`src/rtl/ready_latch_np.sv`:
```
// Player-ready synchroniser: a free-running modulo counter is frozen onto NUM
// the moment the last of PLAYERS ready buttons arms; OK releases or cancels.
module ready_latch_np #(
    parameter int TICK_DIV = 5_000_000,
    parameter int NUM_MOD  = 10,
    parameter int NUM_W    = 4,
    parameter int PLAYERS  = 2,
    parameter int MODE     = 0
) (
    input  logic               CLK,
    input  logic               RST,
    input  logic [PLAYERS-1:0] READY,
    input  logic               OK,
    output logic [NUM_W-1:0]   NUM,
    output logic               VALID,
    output logic [PLAYERS-1:0] ARMED,
    output logic               TICK
);

    localparam logic [NUM_W-1:0] CNT_LAST = NUM_W'(NUM_MOD - 1);

    typedef enum logic [1:0] {
        S_IDLE    = 2'd0,
        S_ARMING  = 2'd1,
        S_LOCKED  = 2'd2
    } state_t;

    state_t             state_q, state_d;
    logic [PLAYERS-1:0] ready_q, ready_d;
    logic [PLAYERS-1:0] armed_q, armed_d;
    logic [PLAYERS-1:0] rise;
    logic [PLAYERS-1:0] armed_or_rise;
    logic               ok_q, ok_d;
    logic               ok_rise;
    logic               all_ready;
    logic               step;
    logic [NUM_W-1:0]   cnt_q, cnt_d;
    logic [NUM_W-1:0]   num_q, num_d;
    logic               valid_q, valid_d;

    // Registered copies reset high so a button held through reset is not an edge.
    for (genvar gi = 0; gi < PLAYERS; gi++) begin : g_edge
        assign rise[gi]          = READY[gi] & ~ready_q[gi];
        assign armed_or_rise[gi] = armed_q[gi] | rise[gi];
    end

    assign ok_rise   = OK & ~ok_q;
    assign all_ready = &armed_or_rise;
    assign ready_d   = READY;
    assign ok_d      = OK;

    if (MODE == 0) begin : g_tick_div
        localparam int DIV_W = (TICK_DIV > 1) ? $clog2(TICK_DIV) : 1;
        localparam logic [DIV_W-1:0] DIV_LAST = DIV_W'(TICK_DIV - 1);

        logic [DIV_W-1:0] div_q, div_d;
        logic             div_wrap;

        assign div_wrap = (div_q == DIV_LAST);

        always_comb begin
            div_d = div_q + 1'b1;
            if (div_wrap) begin
                div_d = '0;
            end
        end

        always_ff @(posedge CLK) begin
            if (RST) begin
                div_q <= '0;
            end else begin
                div_q <= div_d;
            end
        end

        assign step = div_wrap;
        assign TICK = div_wrap;
    end else begin : g_tick_every
        assign step = 1'b1;
        assign TICK = 1'b1;
    end

    // The counter keeps running in every state, including while locked.
    always_comb begin
        cnt_d = cnt_q;
        if (step) begin
            if (cnt_q == CNT_LAST) begin
                cnt_d = '0;
            end else begin
                cnt_d = cnt_q + 1'b1;
            end
        end
    end

    always_comb begin
        state_d = state_q;
        armed_d = armed_q;
        num_d   = num_q;
        valid_d = valid_q;
        case (state_q)
            S_IDLE, S_ARMING: begin
                if (ok_rise) begin
                    // Cancel beats a simultaneous completing press.
                    armed_d = '0;
                    state_d = S_IDLE;
                end else if (all_ready) begin
                    num_d   = cnt_q;
                    valid_d = 1'b1;
                    armed_d = '1;
                    state_d = S_LOCKED;
                end else begin
                    armed_d = armed_or_rise;
                    state_d = (|armed_or_rise) ? S_ARMING : S_IDLE;
                end
            end
            S_LOCKED: begin
                if (ok_rise) begin
                    armed_d = '0;
                    valid_d = 1'b0;
                    state_d = S_IDLE;
                end
            end
            default: begin
                armed_d = '0;
                valid_d = 1'b0;
                state_d = S_IDLE;
            end
        endcase
    end

    always_ff @(posedge CLK) begin
        if (RST) begin
            state_q <= S_IDLE;
            ready_q <= '1;
            ok_q    <= 1'b1;
            armed_q <= '0;
            cnt_q   <= '0;
            num_q   <= '0;
            valid_q <= 1'b0;
        end else begin
            state_q <= state_d;
            ready_q <= ready_d;
            ok_q    <= ok_d;
            armed_q <= armed_d;
            cnt_q   <= cnt_d;
            num_q   <= num_d;
            valid_q <= valid_d;
        end
    end

    assign NUM   = num_q;
    assign VALID = valid_q;
    assign ARMED = armed_q;

endmodule

```
`config.mk`:
```
export PLATFORM = sky130hd
export DESIGN_NAME = ready_latch_np
export DESIGN_NICKNAME = d
export VERILOG_FILES = /design/src/rtl/ready_latch_np.sv
export SDC_FILE = /design/constraint.sdc
export NUM_CORES = 1
export LEC_CHECK = 0
export ABC_AREA = 1
export CORE_UTILIZATION = 30
export DETAILED_ROUTE_END_ITERATION = 10
export DONT_BUFFER_PORTS = 1
export SKIP_CTS_REPAIR_TIMING = 1
export SYNTH_ARGS = -nofsm -noshare
export SYNTH_HDL_FRONTEND = slang
export SYNTH_SLANG_ARGS = --single-unit
```
`constraint.sdc`:
```
create_clock -name CLK -period 1.6 [get_ports CLK]
set_input_delay 0.32 -clock CLK [delete_from_list [all_inputs] [get_ports CLK]]
set_output_delay 0.32 -clock CLK [all_outputs]
set_load 0.05 [all_outputs]
```
# Word level (Yosys, flattened, before mapping)
# Index checks and enable logic that the tools add are counted.
[word_totals] register_bits=39 inputBits=5 elab_cells=46
[classes] addsub=2 eq_ne=7 n_mux=13 n_bitwise=9 n_reduce_logical=7
[op_table] op="23-bit by 1-bit adder with 23-bit output, second input constant" count=1
[op_table] op="23-bit == test, second input constant" count=1
[op_table] op="2-bit 2-to-1 mux" count=5
[op_table] op="2-bit one-hot mux with 2 select lines" count=2
[op_table] op="2-bit != test, second input constant" count=3
[op_table] op="2-bit OR reduction" count=3
[op_table] op="4-bit by 1-bit adder with 4-bit output, second input constant" count=1
[op_table] op="4-bit == test, second input constant" count=1
[op_table] op="1-bit 2-to-1 mux" count=4
[op_table] op="4-bit 2-to-1 mux" count=1
[op_table] op="1-bit inverter" count=4
[op_table] op="4-bit AND reduction" count=1
[op_table] op="1-bit AND" count=3
[op_table] op="3-bit AND reduction" count=1
[op_table] op="2-bit by 1-bit == test with 1-bit output, second input constant" count=1
[op_table] op="2-bit == test, second input constant" count=1
[op_table] op="2-bit zero test" count=1
[op_table] op="1-bit bitwise OR" count=2
[op_table] op="1-bit one-hot mux with 2 select lines" count=1
[op_table] op="2-bit AND reduction" count=1

# Logic depth before layout (Yosys ltp)
# Gate-level depths: netlist of run 1.
[logic_depth] ltp_word=8 ltp_mapped=9 depth_no_buf=9

# Least setup slack after synthesis of run 1
# Ideal clock, no wire load.
[synth_timing] path_kind="register to output" start="reg g_tick_div.div_q[0]" end="out TICK" t_arrival_ns=1.310 t_required_ns=1.280 path_slack_ns=-0.030 stages_incl_launch_ff=6 cell_sequence="dfxtp_1 -> ha_1 -> nand3_1 -> nor2_1 -> nand3_4 -> inv_1"
[synth_between] elab_chain_cells=1
[synth_rtl] element="start: declaration" line_no="56" source="logic [DIV_W-1:0] div_q, div_d;"
[synth_rtl] element="start signal: assignment" line_no="72" source="div_q <= div_d;"
[synth_rtl] element="23-bit == test" line_no="59" source="assign div_wrap = (div_q == DIV_LAST);"
[synth_rtl] element="end: declaration" line_no="17" source="output logic TICK"
# No other way between the ends.

# Final worst setup path of run 1
[layout_timing] start="reg g_tick_div.div_q[1]" end="out TICK"
# Same word-level chain as after synthesis.

==> flow_metrics.py, run 1 <==
metrics = {
    "clock_network": {
        "insertion_delay_ns": 0.30,
        "cts.htree.levels": 2,
        "clk_transition_reported_paths_ns": 0.08,
        "clk_path_buf_depth": 2,
        "tritoncts_clock_tree": "built",
        "clkSinkCount": 39,
        "root_buffer": "sky130_fd_sc_hd__clkbuf_8",
        "cts_made_buffers": 5,
    },
    "placement": {
        "post-place-cells": 354,
        "port_buffers": 0,
        "post_dp_cell_area_mm2": 0.00201,
        "hpwl_mm": 2.63,
        "routabilityCongestion": 0.800,
    },
    "global_route": {
        "antenna_found_initial": 0,
        "grt_pass1_wl_mm": 6.28,
        "overall_fraction_of_global_route_tracks_in_use_pct": 12.5,
        "vias_in_the_first_global_route": 1433,
        "pin_count_of_the_biggest_net_entering_global_routing": 24,
        "grt_remaining_overflow": 0,
    },
    "flow_run": {
        "max_cap_violations": 0,
    },
    "critical_path": {
        "arrival_ns": 1.33,
        "crit-reg2reg-capture": "g_tick_div.div_q[16]$_SDFF_PP0_",
        "worst-endpoint-required_ns": 1.28,
        "crit_path_start_kind": "flop",
        "rr_startpoint": "g_tick_div.div_q[1]$_SDFF_PP0_",
        "timing.setup.critical_path_class": "flop to output pin",
        "worst-r2r-setup-slack_ns": 0.21,
        "critPathCaptureType": "output pin",
        "worst_r2r_path_depth": 7,
        "worstPathMaxFanout": 3,
    },
    "route": {
        "wl_mm": 3.77,
        "drt-wirelength-per-cell_um": 10.2,
        "vias_per_cell": 4.42,
        "ant_nets": 0,
        "routed-via-count": 1640,
        "drt_iter0_drc": 55,
        "remaining_drc_errors": 0,
        "firstDrtPassIters": 4,
    },
    "status": {
        "outcome": "finished with violations",
        "failed_checks": "setup timing",
    },
    "pwr": {
        "highest_ir_drop_seen_on_vdd_mv": 0.418,
        "total_leakage_power_nw": 0.871,
        "powerDensity_mw_per_mm2": 862,
    },
    "floorplanning": {
        "floorplan.die.width_um": 81.3,
        "die_area_mm2": 0.00661,
        "core_area_mm2": 0.00599,
        "floorplan.die.height_um": 81.3,
        "initial_core_util_pct": 31.5,
        "boundaryPins": 13,
        "row_count": 28,
    },
    "synth": {
        "synth.net_count": 281,
        "post_synthesis_share_of_cell_area_spent_on_xor_and_xnor_gates_pct": 4.17,
        "seq_area_frac_synth_pct": 41.4,
        "post_synthesis_adder_cell_area_fraction_pct": 1.33,
        "mappedNetlistArea_mm2": 0.00189,
        "ys_types": 28,
        "synth_top_family_by_area": "simple AND/OR/NAND/NOR gates",
        "ys_warn_count": 0,
        "synth_simple_gate_area_share_pct": 38.0,
        "post_synth_mux_area_share_pct": 0,
        "synth_compound_gate_area_share_pct": 6.56,
        "synth_area_per_cell_um2": 6.89,
        "synthesis.instances": 274,
        "synth-seq-cells": 39,
    },
    "timing": {
        "rsz0062_at_grt": "true",
        "setup_violations": 1,
        "post-route-period-util_pct": 103,
        "worst_slew_margin_rel_pct": 65.5,
        "maxClockFrequency_mhz": 606,
        "layout_setup_ws_ns": -0.0495,
        "timing.hold.ws_ns": 0.0746,
        "maxSlewViolCount": 0,
        "hold_viol": 0,
        "timing_worst_slew_pin_value_ns": 0.517,
        "finalCriticalPeriod_ns": 1.65,
        "fin_setup_tns_ns": -0.0495,
        "fin_worst_skew_ns": 0.00469,
    },
    "layout": {
        "final_cell_count_no_fill": 371,
        "insertedDiodeCount": 0,
        "finalCoreUtilization_pct": 38.1,
        "layout_commonest_cell": "sky130_fd_sc_hd__nand2_1",
        "area_growth_pct": 21.0,
        "share_of_post_route_cells_with_drive_strength_above_1_pct": 21.6,
        "finalNetCount": 302,
        "stdcell_area_mm2": 0.00228,
        "layout.cells.most_common_list": "sky130_fd_sc_hd__nand2_1, sky130_fd_sc_hd__nor2_1, sky130_fd_sc_hd__inv_1",
    },
    "hold_path": {
        "hold_path_class": "input pin to flop",
        "min_from": "RST",
        "worst_hold_path.endpoint": "NUM[0]$_SDFFE_PP0P_",
        "hold_depth": 1,
    },
}
-- routing by layer --
metal	wire length [um]	track usage, %	vias up	share of wire, %
li1	-	-	885	-
met1	1840	15.5	736	49
met2	1740	19.4	15	46
met3	116	4.16	4	3.1
met4	70	5.36	0	1.9
met5	0	0	-	0
-- sequential cells by signal, summed over array words and instances, names as in the netlist --
name and cells:
cnt_q 4, g_tick_div.div_q 23, ok_q 1, state_q 2
ARMED 2, ready_q 2, VALID 1, NUM 4
-- worst max path at each step --
stage                                         startpoint  slack [ns]  endpoint
after global placement    g_tick_div.div_q[0]$_SDFF_PP0_        0.08      TICK
after global routing      g_tick_div.div_q[7]$_SDFF_PP0_       -0.11      TICK
after floorplan           g_tick_div.div_q[0]$_SDFF_PP0_        0.08      TICK
after detailed placement  g_tick_div.div_q[0]$_SDFF_PP0_        0.05      TICK
after CTS                 g_tick_div.div_q[0]$_SDFF_PP0_       -0.29      TICK
final                     g_tick_div.div_q[1]$_SDFF_PP0_       -0.05      TICK
-- Yosys cell counts --
cell type                  count  area, um^2
sky130_fd_sc_hd__nand2_1      77         289
sky130_fd_sc_hd__nor2_1       51         191
sky130_fd_sc_hd__dfxtp_1      39         781
sky130_fd_sc_hd__inv_1        33         124
sky130_fd_sc_hd__nand3_1      15        75.1
sky130_fd_sc_hd__a21oi_1      14        70.1
sky130_fd_sc_hd__o21ai_0       6        30.0
sky130_fd_sc_hd__xor2_1        5        43.8
sky130_fd_sc_hd__nand4_1       4        25.0
sky130_fd_sc_hd__nor2_2        4        25.0
sky130_fd_sc_hd__xnor2_1       4        35.0
sky130_fd_sc_hd__nor2_4        3        33.8
sky130_fd_sc_hd__buf_8         2        30.0
sky130_fd_sc_hd__ha_1          2        25.0
sky130_fd_sc_hd__or2_0         2        12.5
sky130_fd_sc_hd__and2_1        1        6.26
sky130_fd_sc_hd__and3_1        1        6.26
sky130_fd_sc_hd__clkbuf_1      1        3.75
sky130_fd_sc_hd__inv_2         1        3.75
sky130_fd_sc_hd__nand2_2       1        6.26
sky130_fd_sc_hd__nand2_4       1        11.3
sky130_fd_sc_hd__nand3_4       1        17.5
sky130_fd_sc_hd__nand3b_1      1        7.51
sky130_fd_sc_hd__nor3_1        1        5.00
sky130_fd_sc_hd__o21ai_1       1        5.00
sky130_fd_sc_hd__o21bai_1      1        7.51
sky130_fd_sc_hd__o21bai_2      1        11.3
sky130_fd_sc_hd__or2_2         1        6.26
-- critical path, cell delays in order, from the launching register on --
cell	delay, ns
sky130_fd_sc_hd__dfxtp_2	0.36
sky130_fd_sc_hd__ha_4	0.17
sky130_fd_sc_hd__nand3_4	0.09
sky130_fd_sc_hd__nor2_4	0.11
sky130_fd_sc_hd__nand3_4	0.09
sky130_fd_sc_hd__clkinvlp_4	0.21
-- cell type report --
cell class                 instances  area [um^2]
fill                             635         3710
clock inverter                     2         35.0
sequential                        39          801
timing repair buffer              17          128
tap                               75         93.8
clock buffer                       6         82.6
multi-input combinational        198         1010
inverter                          34          131
-- cells by family after synthesis --
kind of cell	count (synthesis)
AND/OR/NAND/NOR	164
AO/OA/AOI/OAI	23
flip-flops	39
buffers and inverters	37
adder cells (fa/ha/maj)	2
XOR/XNOR	9
-- power by group --
part | total (mW) | internal [mW] | leakage [nW] | switching, mW
logic | 0.0979 | 0.0366 | 0.487 | 0.0613
clock network | 0.869 | 0.505 | 0.0612 | 0.364
registers | 1.00 | 0.986 | 0.322 | 0.0158
-- per-stage QoR --
step	worst slack, ns	power [mW]
floorplan	0.0783	1.09
detailed placement	0.0470	1.11
global route	-0.114	2.05
global placement	0.0843	1.11
finish	-0.0495	1.97
CTS	-0.293	1.99
Power figures use the tool's default switching activity.
==> run 2, diff against run 1 <==
Settings changed: CORE_UTILIZATION 30 to 40, CTS_CLUSTER_DIAMETER set to 60.
==> run 2 against run 1 <==
Net effect:
- the run ends with DRC, setup timing left
- global-route usage up 3.1 points
- non-clock buffer count fell by 4
- register-to-register slack lost 0.09 ns
- sequential share of layout area rose by 0.88 points
- clock-buffer cell count unchanged
==> flow_metrics.py, run 2 (synthesis gave the netlist of run 1 again) <==
metrics = {
    "clock_network": {
        "root_buffer": "sky130_fd_sc_hd__clkbuf_8",
        "cts_made_buffers": 5,
        "tritoncts_clock_tree": "built",
        "insertion_delay_ns": 0.30,
        "cts.htree.levels": 2,
        "clk_transition_reported_paths_ns": 0.08,
        "clk_path_buf_depth": 2,
        "clkSinkCount": 39,
    },
    "timing": {
        "fin_worst_skew_ns": 0.00881,
        "setup_violations": 1,
        "maxClockFrequency_mhz": 616,
        "fin_setup_tns_ns": -0.0223,
        "layout_setup_ws_ns": -0.0223,
        "post-route-period-util_pct": 101,
        "rsz0062_at_grt": "true",
        "hold_viol": 0,
        "maxSlewViolCount": 0,
        "worst_slew_margin_rel_pct": 65.2,
        "timing_worst_slew_pin_value_ns": 0.521,
        "finalCriticalPeriod_ns": 1.62,
    },
    "floorplanning": {
        "floorplan.die.height_um": 70.7,
        "die_area_mm2": 0.00500,
        "row_count": 24,
        "core_area_mm2": 0.00444,
        "floorplan.die.width_um": 70.7,
        "boundaryPins": 13,
        "initial_core_util_pct": 42.5,
    },
    "hold_path": {
        "hold_path_class": "input pin to flop",
    },
    "route": {
        "vias_per_cell": 4.68,
        "routed-via-count": 1609,
        "wl_mm": 3.69,
        "ant_nets": 0,
        "drt_iter0_drc": 50,
        "remaining_drc_errors": 4,
        "firstDrtPassIters": 7,
        "drt-wirelength-per-cell_um": 10.7,
    },
    "layout": {
        "layout.cells.most_common_list": "sky130_fd_sc_hd__nand2_1, sky130_fd_sc_hd__nor2_1, sky130_fd_sc_hd__inv_1",
        "final_cell_count_no_fill": 344,
        "finalNetCount": 298,
        "top_register": "g_tick_div.div_q",
        "area_growth_pct": 18.2,
        "share_of_post_route_cells_with_drive_strength_above_1_pct": 21.2,
        "insertedDiodeCount": 0,
        "flip_flop_count_of_the_largest_register_after_layout": 23,
        "layout_commonest_cell": "sky130_fd_sc_hd__nand2_1",
    },
    "critical_path": {
        "path_delay_family": "flip-flops",
        "crit_path_top_delay_cell": "sky130_fd_sc_hd__dfxtp_2",
        "critical_path.most_common_cell": "sky130_fd_sc_hd__nand3_4",
        "worstPathMaxFanout": 3,
        "critPathCaptureType": "output pin",
        "worst-endpoint-required_ns": 1.28,
        "timing.setup.critical_path_class": "flop to output pin",
        "worstPathBufferInverterCount": 1,
        "cpPeakStageDelay_ns": 0.36,
        "crit_path_start_kind": "flop",
        "arrival_ns": 1.30,
        "timing.critical_path.cells": "ha_4, nand3_4, nor2_4, nand3_4, clkinvlp_4",
    },
    "placement": {
        "port_buffers": 0,
        "post-place-cells": 331,
        "hpwl_mm": 2.64,
        "routabilityCongestion": 0.765,
    },
    "pwr": {
        "totalPowerFinal_mw": 1.96,
        "highest_ir_drop_seen_on_vdd_mv": 0.495,
        "powerDensity_mw_per_mm2": 878,
        "total_leakage_power_nw": 0.849,
    },
    "global_route": {
        "grt_remaining_overflow": 0,
        "pin_count_of_the_biggest_net_entering_global_routing": 24,
        "grt_pass1_wl_mm": 6.16,
        "antenna_found_initial": 0,
        "vias_in_the_first_global_route": 1478,
        "overall_fraction_of_global_route_tracks_in_use_pct": 15.6,
    },
    "flow_run": {
        "max_cap_violations": 0,
    },
    "status": {
        "outcome": "finished with violations",
        "failed_checks": "DRC, setup timing",
    },
}
## run 2: cell types whose count changed in the layout (fill, tap and decap cells not counted), sizes merged
cell  previous run  this run
buf             17        13
## run 2: final timing paths
kind                                  startpoint                         endpoint  slack (ns)  depth (start not counted)
hold reg to reg   g_tick_div.div_q[0]$_SDFF_PP0_   g_tick_div.div_q[0]$_SDFF_PP0_        0.44                          1
setup reg to reg  g_tick_div.div_q[1]$_SDFF_PP0_  g_tick_div.div_q[20]$_SDFF_PP0_        0.12                          8
hold / removal                               RST              NUM[0]$_SDFFE_PP0P_        0.08                          1
setup / recovery  g_tick_div.div_q[1]$_SDFF_PP0_                             TICK       -0.02                          5
## run 2: per-stage QoR
step | utilization, % | hold slack, ns | worst slack (ns) | instance area [um^2]
3_3_place_gp | 44.6 | 0.391 | 0.0851 | 1980
6_report | 50.2 | 0.0768 | -0.0223 | 2230
2_1_floorplan | - | 0.389 | 0.0783 | 1890
5_1_grt | 50.2 | 0.0680 | -0.0887 | 2230
3_5_place_dp | 44.6 | 0.392 | 0.0768 | 1980
4_1_cts | 47.3 | 0.0691 | -0.259 | 2100
## run 2: area by class of cell
class	count	area [um^2]
fillers	461	2210
multi-input cells	198	1020
flip-flops and latches	39	802
inverters	34	131
repair buffers	13	97.6
clock buffers	6	82.6
well taps	52	65.1
clock inverters	2	35.0
## run 2: metal layers
metal	routed length [um]	vias to the layer above	part of all wire (%)	global-route usage, %
li1	-	876	-	-
met1	1860	707	50	19.3
met2	1650	22	45	26.1
met3	153	4	4.1	4.27
met4	32	0	0.87	5.33
met5	0	-	0	0
## run 2: power breakdown
part / switching, mW / internal [mW]
Sequential: 0.0158 / 0.985
Clock: 0.359 / 0.505
Combinational: 0.0616 / 0.0346
## run 2: worst reg2reg max path, cell delays in order, from the launching register on
cell,delay (ns)
sky130_fd_sc_hd__dfxtp_2,0.36
sky130_fd_sc_hd__ha_4,0.15
sky130_fd_sc_hd__buf_4,0.11
sky130_fd_sc_hd__nand2_1,0.06
sky130_fd_sc_hd__nor2_2,0.17
sky130_fd_sc_hd__nand2_1,0.16
sky130_fd_sc_hd__nor2_4,0.16
sky130_fd_sc_hd__nand3_1,0.08
sky130_fd_sc_hd__a21oi_1,0.16
==> run 3, diff against run 2 <==
Settings changed: CAP_MARGIN set to 25.
==> results of run 3 <==
No change in the layout: final DEF, timing and power equal those of run 2.
